**config.mk**
```make
export PLATFORM = sky130hd
export DESIGN_NAME = sequential_divider_flat
export DESIGN_NICKNAME = d
export VERILOG_FILES = /design/src/rtl/sequential_divider_if.sv /design/src/rtl/sequential_divider.sv /design/src/flat_wrapper.sv
export SDC_FILE = /design/constraint.sdc
export NUM_CORES = 1
export LEC_CHECK = 0
export BUFFER_PORTS_ARGS = -buffer_cell sky130_fd_sc_hd__buf_2
export CORE_MARGIN = 2
export CORE_UTILIZATION = 40
export CTS_CLUSTER_SIZE = 25
export DETAILED_ROUTE_END_ITERATION = 6
export PLACE_DENSITY = 0.6
export SLEW_MARGIN = 0
export SYNTH_ARGS = -nofsm -noshare
export SYNTH_HDL_FRONTEND = slang
export SYNTH_SLANG_ARGS = --single-unit
export TNS_END_PERCENT = 50
```
**constraint.sdc**
```tcl
create_clock -name clk -period 7.4 [get_ports clk]
set_input_delay 1.85 -clock clk [delete_from_list [all_inputs] [get_ports clk]]
set_output_delay 1.85 -clock clk [all_outputs]
set_load 0.01 [all_outputs]
```
**src/rtl/sequential_divider_if.sv**
```systemverilog
// Start/done handshake bundle between the ALU issue logic and the iterative divider.
// The master issues operands; the slave returns registered results and status.
interface sequential_divider_if;
  logic               start;
  logic signed [31:0] dividend;
  logic signed [15:0] divisor;
  logic signed [15:0] quotient;
  logic signed [15:0] remainder;
  logic               busy;
  logic               done;
  logic               div_by_zero;
  logic               overflow;

  modport master (
    output start, dividend, divisor,
    input  quotient, remainder, busy, done, div_by_zero, overflow
  );

  modport slave (
    input  start, dividend, divisor,
    output quotient, remainder, busy, done, div_by_zero, overflow
  );
endinterface

```
**src/rtl/sequential_divider.sv**
```systemverilog
// Iterative signed 32/16 restoring divider, one quotient bit per clock, truncating toward zero.
// Magnitudes are divided unsigned and the signs are restored in a single fix-up cycle.
module sequential_divider (
  input  logic              clk,
  input  logic              rst,
  sequential_divider_if.slave bus
);
  localparam int DW = 32;
  localparam int QW = 16;

  typedef enum logic [1:0] {IDLE, CALC, SIGN, DONE} state_t;

  state_t             state_r;
  logic [DW-1:0]      dvd_r;
  logic [QW:0]        dsr_r;
  logic [QW-1:0]      prem_r;
  logic [DW-1:0]      qmag_r;
  logic [4:0]         cnt_r;
  logic               neg_dvd_r;
  logic               neg_dsr_r;
  logic signed [QW-1:0] quotient_r;
  logic signed [QW-1:0] remainder_r;
  logic               busy_r;
  logic               done_r;
  logic               dbz_r;
  logic               ovf_r;

  logic [DW-1:0]      dvd_mag_s;
  logic [QW:0]        dsr_mag_s;
  logic [QW:0]        shifted_s;
  logic               ge_s;
  logic               qneg_s;
  logic               ovf_s;
  logic [QW-1:0]      qsgn_s;
  logic [QW-1:0]      rem_s;

  // Operand magnitudes; the extra divisor bit keeps |-32768| representable.
  always_comb begin
    dvd_mag_s = bus.dividend[DW-1] ? (32'd0 - $unsigned(bus.dividend)) : $unsigned(bus.dividend);
    dsr_mag_s = bus.divisor[QW-1] ? (17'd0 - {1'b1, $unsigned(bus.divisor)})
                                  : {1'b0, $unsigned(bus.divisor)};
  end

  // One restoring step plus the signed fix-up terms used in SIGN.
  always_comb begin
    shifted_s = {prem_r, dvd_r[DW-1]};
    ge_s      = (shifted_s >= dsr_r);
    qneg_s    = neg_dvd_r ^ neg_dsr_r;
    ovf_s     = qneg_s ? (qmag_r > 32'd32768) : (qmag_r > 32'd32767);
    qsgn_s    = qneg_s ? (16'd0 - qmag_r[QW-1:0]) : qmag_r[QW-1:0];
    rem_s     = neg_dvd_r ? (16'd0 - prem_r) : prem_r;
  end

  // Control FSM with registered results and status.
  always_ff @(posedge clk) begin
    if (rst) begin
      state_r     <= IDLE;
      dvd_r       <= 32'd0;
      dsr_r       <= 17'd0;
      prem_r      <= 16'd0;
      qmag_r      <= 32'd0;
      cnt_r       <= 5'd0;
      neg_dvd_r   <= 1'b0;
      neg_dsr_r   <= 1'b0;
      quotient_r  <= 16'sd0;
      remainder_r <= 16'sd0;
      busy_r      <= 1'b0;
      done_r      <= 1'b0;
      dbz_r       <= 1'b0;
      ovf_r       <= 1'b0;
    end else begin
      case (state_r)
        IDLE: begin
          done_r <= 1'b0;
          busy_r <= bus.start;
          if (bus.start) begin
            ovf_r <= 1'b0;
            if (bus.divisor == 16'sd0) begin
              dbz_r       <= 1'b1;
              quotient_r  <= 16'sd0;
              remainder_r <= bus.dividend[QW-1:0];
              state_r     <= DONE;
            end else begin
              dbz_r     <= 1'b0;
              dvd_r     <= dvd_mag_s;
              dsr_r     <= dsr_mag_s;
              neg_dvd_r <= bus.dividend[DW-1];
              neg_dsr_r <= bus.divisor[QW-1];
              prem_r    <= 16'd0;
              qmag_r    <= 32'd0;
              cnt_r     <= 5'd0;
              state_r   <= CALC;
            end
          end else begin
            state_r <= IDLE;
          end
        end
        CALC: begin
          // The partial remainder stays below |divisor| <= 32768, so 16 bits hold it.
          prem_r <= ge_s ? 16'(shifted_s - dsr_r) : shifted_s[QW-1:0];
          qmag_r <= {qmag_r[DW-2:0], ge_s};
          dvd_r  <= {dvd_r[DW-2:0], 1'b0};
          cnt_r  <= cnt_r + 5'd1;
          if (cnt_r == 5'd31) begin
            state_r <= SIGN;
          end else begin
            state_r <= CALC;
          end
        end
        SIGN: begin
          ovf_r       <= ovf_s;
          quotient_r  <= ovf_s ? (qneg_s ? 16'h8000 : 16'h7FFF) : qsgn_s;
          remainder_r <= rem_s;
          state_r     <= DONE;
        end
        DONE: begin
          done_r  <= 1'b1;
          state_r <= IDLE;
        end
        default: begin
          state_r <= IDLE;
        end
      endcase
    end
  end

  assign bus.quotient    = quotient_r;
  assign bus.remainder   = remainder_r;
  assign bus.busy        = busy_r;
  assign bus.done        = done_r;
  assign bus.div_by_zero = dbz_r;
  assign bus.overflow    = ovf_r;
endmodule
```
**src/flat_wrapper.sv**
```systemverilog
// flat-port wrapper written by rule: the top's interface ports become plain ports
module sequential_divider_flat 
  (clk, rst, bus_start, bus_dividend, bus_divisor, bus_quotient, bus_remainder, bus_busy, bus_done, bus_div_by_zero, bus_overflow);
  sequential_divider_if bus_i ();
  input  logic clk;
  input  logic rst;
  input wire logic [$bits(bus_i.start)-1:0] bus_start;
  input wire logic [$bits(bus_i.dividend)-1:0] bus_dividend;
  input wire logic [$bits(bus_i.divisor)-1:0] bus_divisor;
  output wire logic [$bits(bus_i.quotient)-1:0] bus_quotient;
  output wire logic [$bits(bus_i.remainder)-1:0] bus_remainder;
  output wire logic [$bits(bus_i.busy)-1:0] bus_busy;
  output wire logic [$bits(bus_i.done)-1:0] bus_done;
  output wire logic [$bits(bus_i.div_by_zero)-1:0] bus_div_by_zero;
  output wire logic [$bits(bus_i.overflow)-1:0] bus_overflow;
  assign bus_i.start = bus_start;
  assign bus_i.dividend = bus_dividend;
  assign bus_i.divisor = bus_divisor;
  assign bus_quotient = bus_i.quotient;
  assign bus_remainder = bus_i.remainder;
  assign bus_busy = bus_i.busy;
  assign bus_done = bus_i.done;
  assign bus_div_by_zero = bus_i.div_by_zero;
  assign bus_overflow = bus_i.overflow;
  sequential_divider u_core (.clk(clk), .rst(rst), .bus(bus_i));
endmodule
```
==> results.py <==
metrics = {
    "timing": {
        "relSlewSlack_pct": 30.4,
        "clock_skew_ns": 0.00852,
        "fmax_mhz": 234,
        "tightest_slew_ns": 1.04,
        "drv_slew": 0,
        "rsz0062_at_grt": "no",
        "setup_viol": 0,
        "hold_violations": 0,
        "finalSetupTns_ns": 0,
        "period_needed_ns": 4.28,
        "finalCritPeriodShare_pct": 57.8,
    },
    "placement": {
        "io_buffers": 86,
        "dp_cells": 1263,
        "place.detailed.hpwl_um": 15600,
        "gp_congestion": 0.853,
    },
    "finish": {
        "multi_input_area_mm2": 0.00481,
        "fill_cells": 1964,
        "final_cells": 1295,
        "syn2layout_area_growth_pct": 14.7,
        "layout-drive-gt1-share_pct": 15.0,
        "seq_area_mm2": 0.00284,
        "final_nets": 1096,
        "n_antenna_cell": 0,
    },
    "critical_path": {
        "crit_path_start": "bus_divisor[0]",
        "r2r_start": "u_core.prem_r[3]$_SDFFE_PP0P_",
        "slowest_stage": "nor2b_1",
        "critical_path_class": "in2reg",
        "cp-endpoint": "u_core.prem_r[1]$_SDFFE_PP0P_",
        "r2r_setup_slack_ns": 4.39,
        "crit_chain": "buf_2 -> inv_1 -> ha_1 -> nand2b_1 -> nor4_1 -> a31oi_1 -> o21a_1 -> buf_4 -> nor2b_1 -> buf_4 -> nand3_1 -> o311ai_0",
        "start_kind": "primary input",
        "crit_path_frequent_cell": "buf_4",
        "r2r_end": "u_core.prem_r[0]$_SDFFE_PP0P_",
        "slowest_delay_ns": 0.50,
        "ff2ff_path_depth": 8,
        "critPathRequiredTime_ns": 7.72,
        "cp_num_buf_inv": 4,
        "cp.depth": 12,
        "cp-end-kind": "register",
        "path_max_fanout": 49,
        "arrival_ns": 4.60,
        "crit_family": "simple AND/OR/NAND/NOR gates",
    },
    "clock_network": {
        "clock_sinks": 142,
        "numCtsBuffers": 17,
        "cts_tree": "yes",
        "cts.htree.levels": 4,
        "clock-root-buffer": "clkbuf_16",
        "post_cts_resized": 0,
        "clock_path_buffers": 2,
        "post_cts_buffers": 0,
        "clk_pin_slew_ns": 0.07,
        "clk-insertion-delay-late_ns": 0.43,
        "hold_buffers": 0,
    },
    "synth": {
        "synth_edf_count": 0,
        "yosysTopAreaCell": "dfxtp_1",
        "async_reset_ff_share_pct": 0,
        "synth-seq-area-share_pct": 35.4,
        "syn_avg_cell_area_um2": 8.31,
        "ys_seq_elements": 142,
        "synth.area.top_cells": "dfxtp_1 (35%), nor2_1 (6.0%), xor2_1 (5.7%)",
        "synth_flop_cell": "dfxtp_1",
        "yosysMostFrequentCell": "dfxtp_1",
        "synth_common_cells": "dfxtp_1 (142), nor2_1 (128), nand2_1 (67)",
        "syn-instance-count": 966,
        "ys_warn_count": 0,
        "synth.net_count": 1045,
        "synth.top_cell.area_share_pct": 35.4,
        "synth_area_mm2": 0.00803,
        "synth_cell_types": 66,
    },
    "outcome": {
        "status": "finished clean",
    },
    "die": {
        "die_width_um": 146,
        "core_area_mm2": 0.0196,
        "num_rows": 51,
        "io-pin-count": 87,
        "die-area_mm2": 0.0212,
        "start_util_pct": 41.0,
        "fp.dieH_um": 146,
    },
    "route": {
        "drt-vias-per-instance": 5.54,
        "wl_um": 21700,
        "drtPass1Iterations": 6,
        "drc": 0,
        "drt_iter0_markers": 523,
        "post_drt_wl_per_cell_um": 16.8,
        "via_count": 7179,
        "ant_nets": 0,
    },
    "global_routing": {
        "grt_max_degree": 67,
        "track_usage_pct": 20.1,
        "grt_overflow": 0,
        "first_global_vias": 6550,
        "antenna_found_initial": 0,
        "grt_pass1_wl_um": 34600,
    },
    "power": {
        "p_per_area_mw_per_mm2": 213,
        "max-vdd-ir-drop_mv": 0.150,
        "leakagePower_nw": 3.67,
    },
    "flow_run": {
        "maxCapViolations": 0,
    },
    "min_path": {
        "whs_path_depth": 2,
        "min_path_type": "reg2reg",
    },
}
-- worst min-delay path by stage --
stage | end | from | slack, ns
floorplan | u_core.dsr_r[16]$_SDFFE_PP0P_ | u_core.dsr_r[16]$_SDFFE_PP0P_ | 0.43
global placement | u_core.dvd_r[7]$_SDFFE_PP0P_ | u_core.dvd_r[6]$_SDFFE_PP0P_ | 0.45
detailed placement | u_core.dvd_r[7]$_SDFFE_PP0P_ | u_core.dvd_r[6]$_SDFFE_PP0P_ | 0.45
CTS | u_core.dvd_r[7]$_SDFFE_PP0P_ | u_core.dvd_r[6]$_SDFFE_PP0P_ | 0.46
global route | u_core.dvd_r[7]$_SDFFE_PP0P_ | u_core.dvd_r[6]$_SDFFE_PP0P_ | 0.47
finish | u_core.dvd_r[7]$_SDFFE_PP0P_ | u_core.dvd_r[6]$_SDFFE_PP0P_ | 0.46
-- routing by layer --
layer  global-route usage (%)  share of wire, %
met5                        0                 0
met2                     31.3                45
met1                     28.5                49
met3                     4.33               5.0
met4                     4.66              0.95
-- worst reg2reg max path, delay by kind of cell (launching register included) --
kind                     cells  cell delay (ns)
AO/OA/AOI/OAI                4             1.38
flip-flops                   1             0.49
AND/OR/NAND/NOR              2             0.49
adder cells (fa/ha/maj)      1             0.34
multiplexers                 1             0.21
-- logic make-up after synthesis --
logic type | Yosys count | share of synthesized area (%)
compound gates | 300 | 26.2
mux | 20 | 2.51
fa+ha+maj | 28 | 4.46
buf+inv | 100 | 4.88
simple gates | 289 | 17.1
xor+xnor | 87 | 9.49
flops | 142 | 35.4
-- area by class of cell --
class | instances | area share [%]
Clock buffer | 18 | 4.77
Clock inverter | 14 | 1.63
Inverter | 38 | 1.55
Multi-Input combinational cell | 724 | 52.2
Sequential cell | 142 | 30.9
Tap cell | 265 | 3.60
Timing Repair Buffer | 94 | 5.35
-- through the flow --
step	area, um^2	worst slack (ns)	power (mW)	utilization [%]	hold WS, ns
floorplan	8030	3.47	1.04	-	0.428
global placement	8620	2.85	1.12	44.0	0.450
detailed placement	8620	2.76	1.12	44.0	0.447
CTS	9210	3.20	1.98	47.0	0.459
global route	9210	2.90	2.05	47.0	0.467
finish	9210	3.12	1.97	47.0	0.462
-- registers in the layout, summed over array words and instances, names as in the netlist --
signal,cells
u_core.neg_dvd_r,1
u_core.cnt_r,5
u_core.bus.remainder,16
u_core.bus.div_by_zero,1
u_core.dsr_r,17
u_core.state_r,2
u_core.qmag_r,32
u_core.bus.busy,1
u_core.neg_dsr_r,1
u_core.dvd_r,32
u_core.bus.done,1
u_core.bus.quotient,16
u_core.prem_r,16
u_core.bus.overflow,1
-- layout by cell type (no fill, tap or decap), drive strengths merged, types with 3 or more instances in the layout --
master	Yosys	layout
a31oi	6	6
nor4	9	9
o31ai	20	20
nand4	6	6
o22ai	10	10
a22o	18	18
inv	38	45
or2	4	4
a22oi	46	46
o41ai	11	11
or4	12	12
a21oi	62	62
a222oi	7	7
o21a	4	4
clkinv	0	3
nor2b	3	3
nand2	67	67
nor2	128	128
a211oi	35	35
nand2b	9	9
clkinvlp	0	3
nor3	14	14
xnor2	35	35
buf	18	94
a21boi	3	3
nand3	10	10
a32oi	3	3
o211ai	3	3
mux2i	19	19
o21ai	53	53
and3	3	3
a21o	5	5
ha	27	27
xor2	52	52
dfxtp	142	142
clkbuf	44	18
or3	18	18
-- where the power goes --
group / internal (mW) / switching (mW)
registers: 0.789 / 0.0186
clock network: 0.485 / 0.373
logic: 0.114 / 0.187
Note: power is estimated with default switching activity, not from simulation.
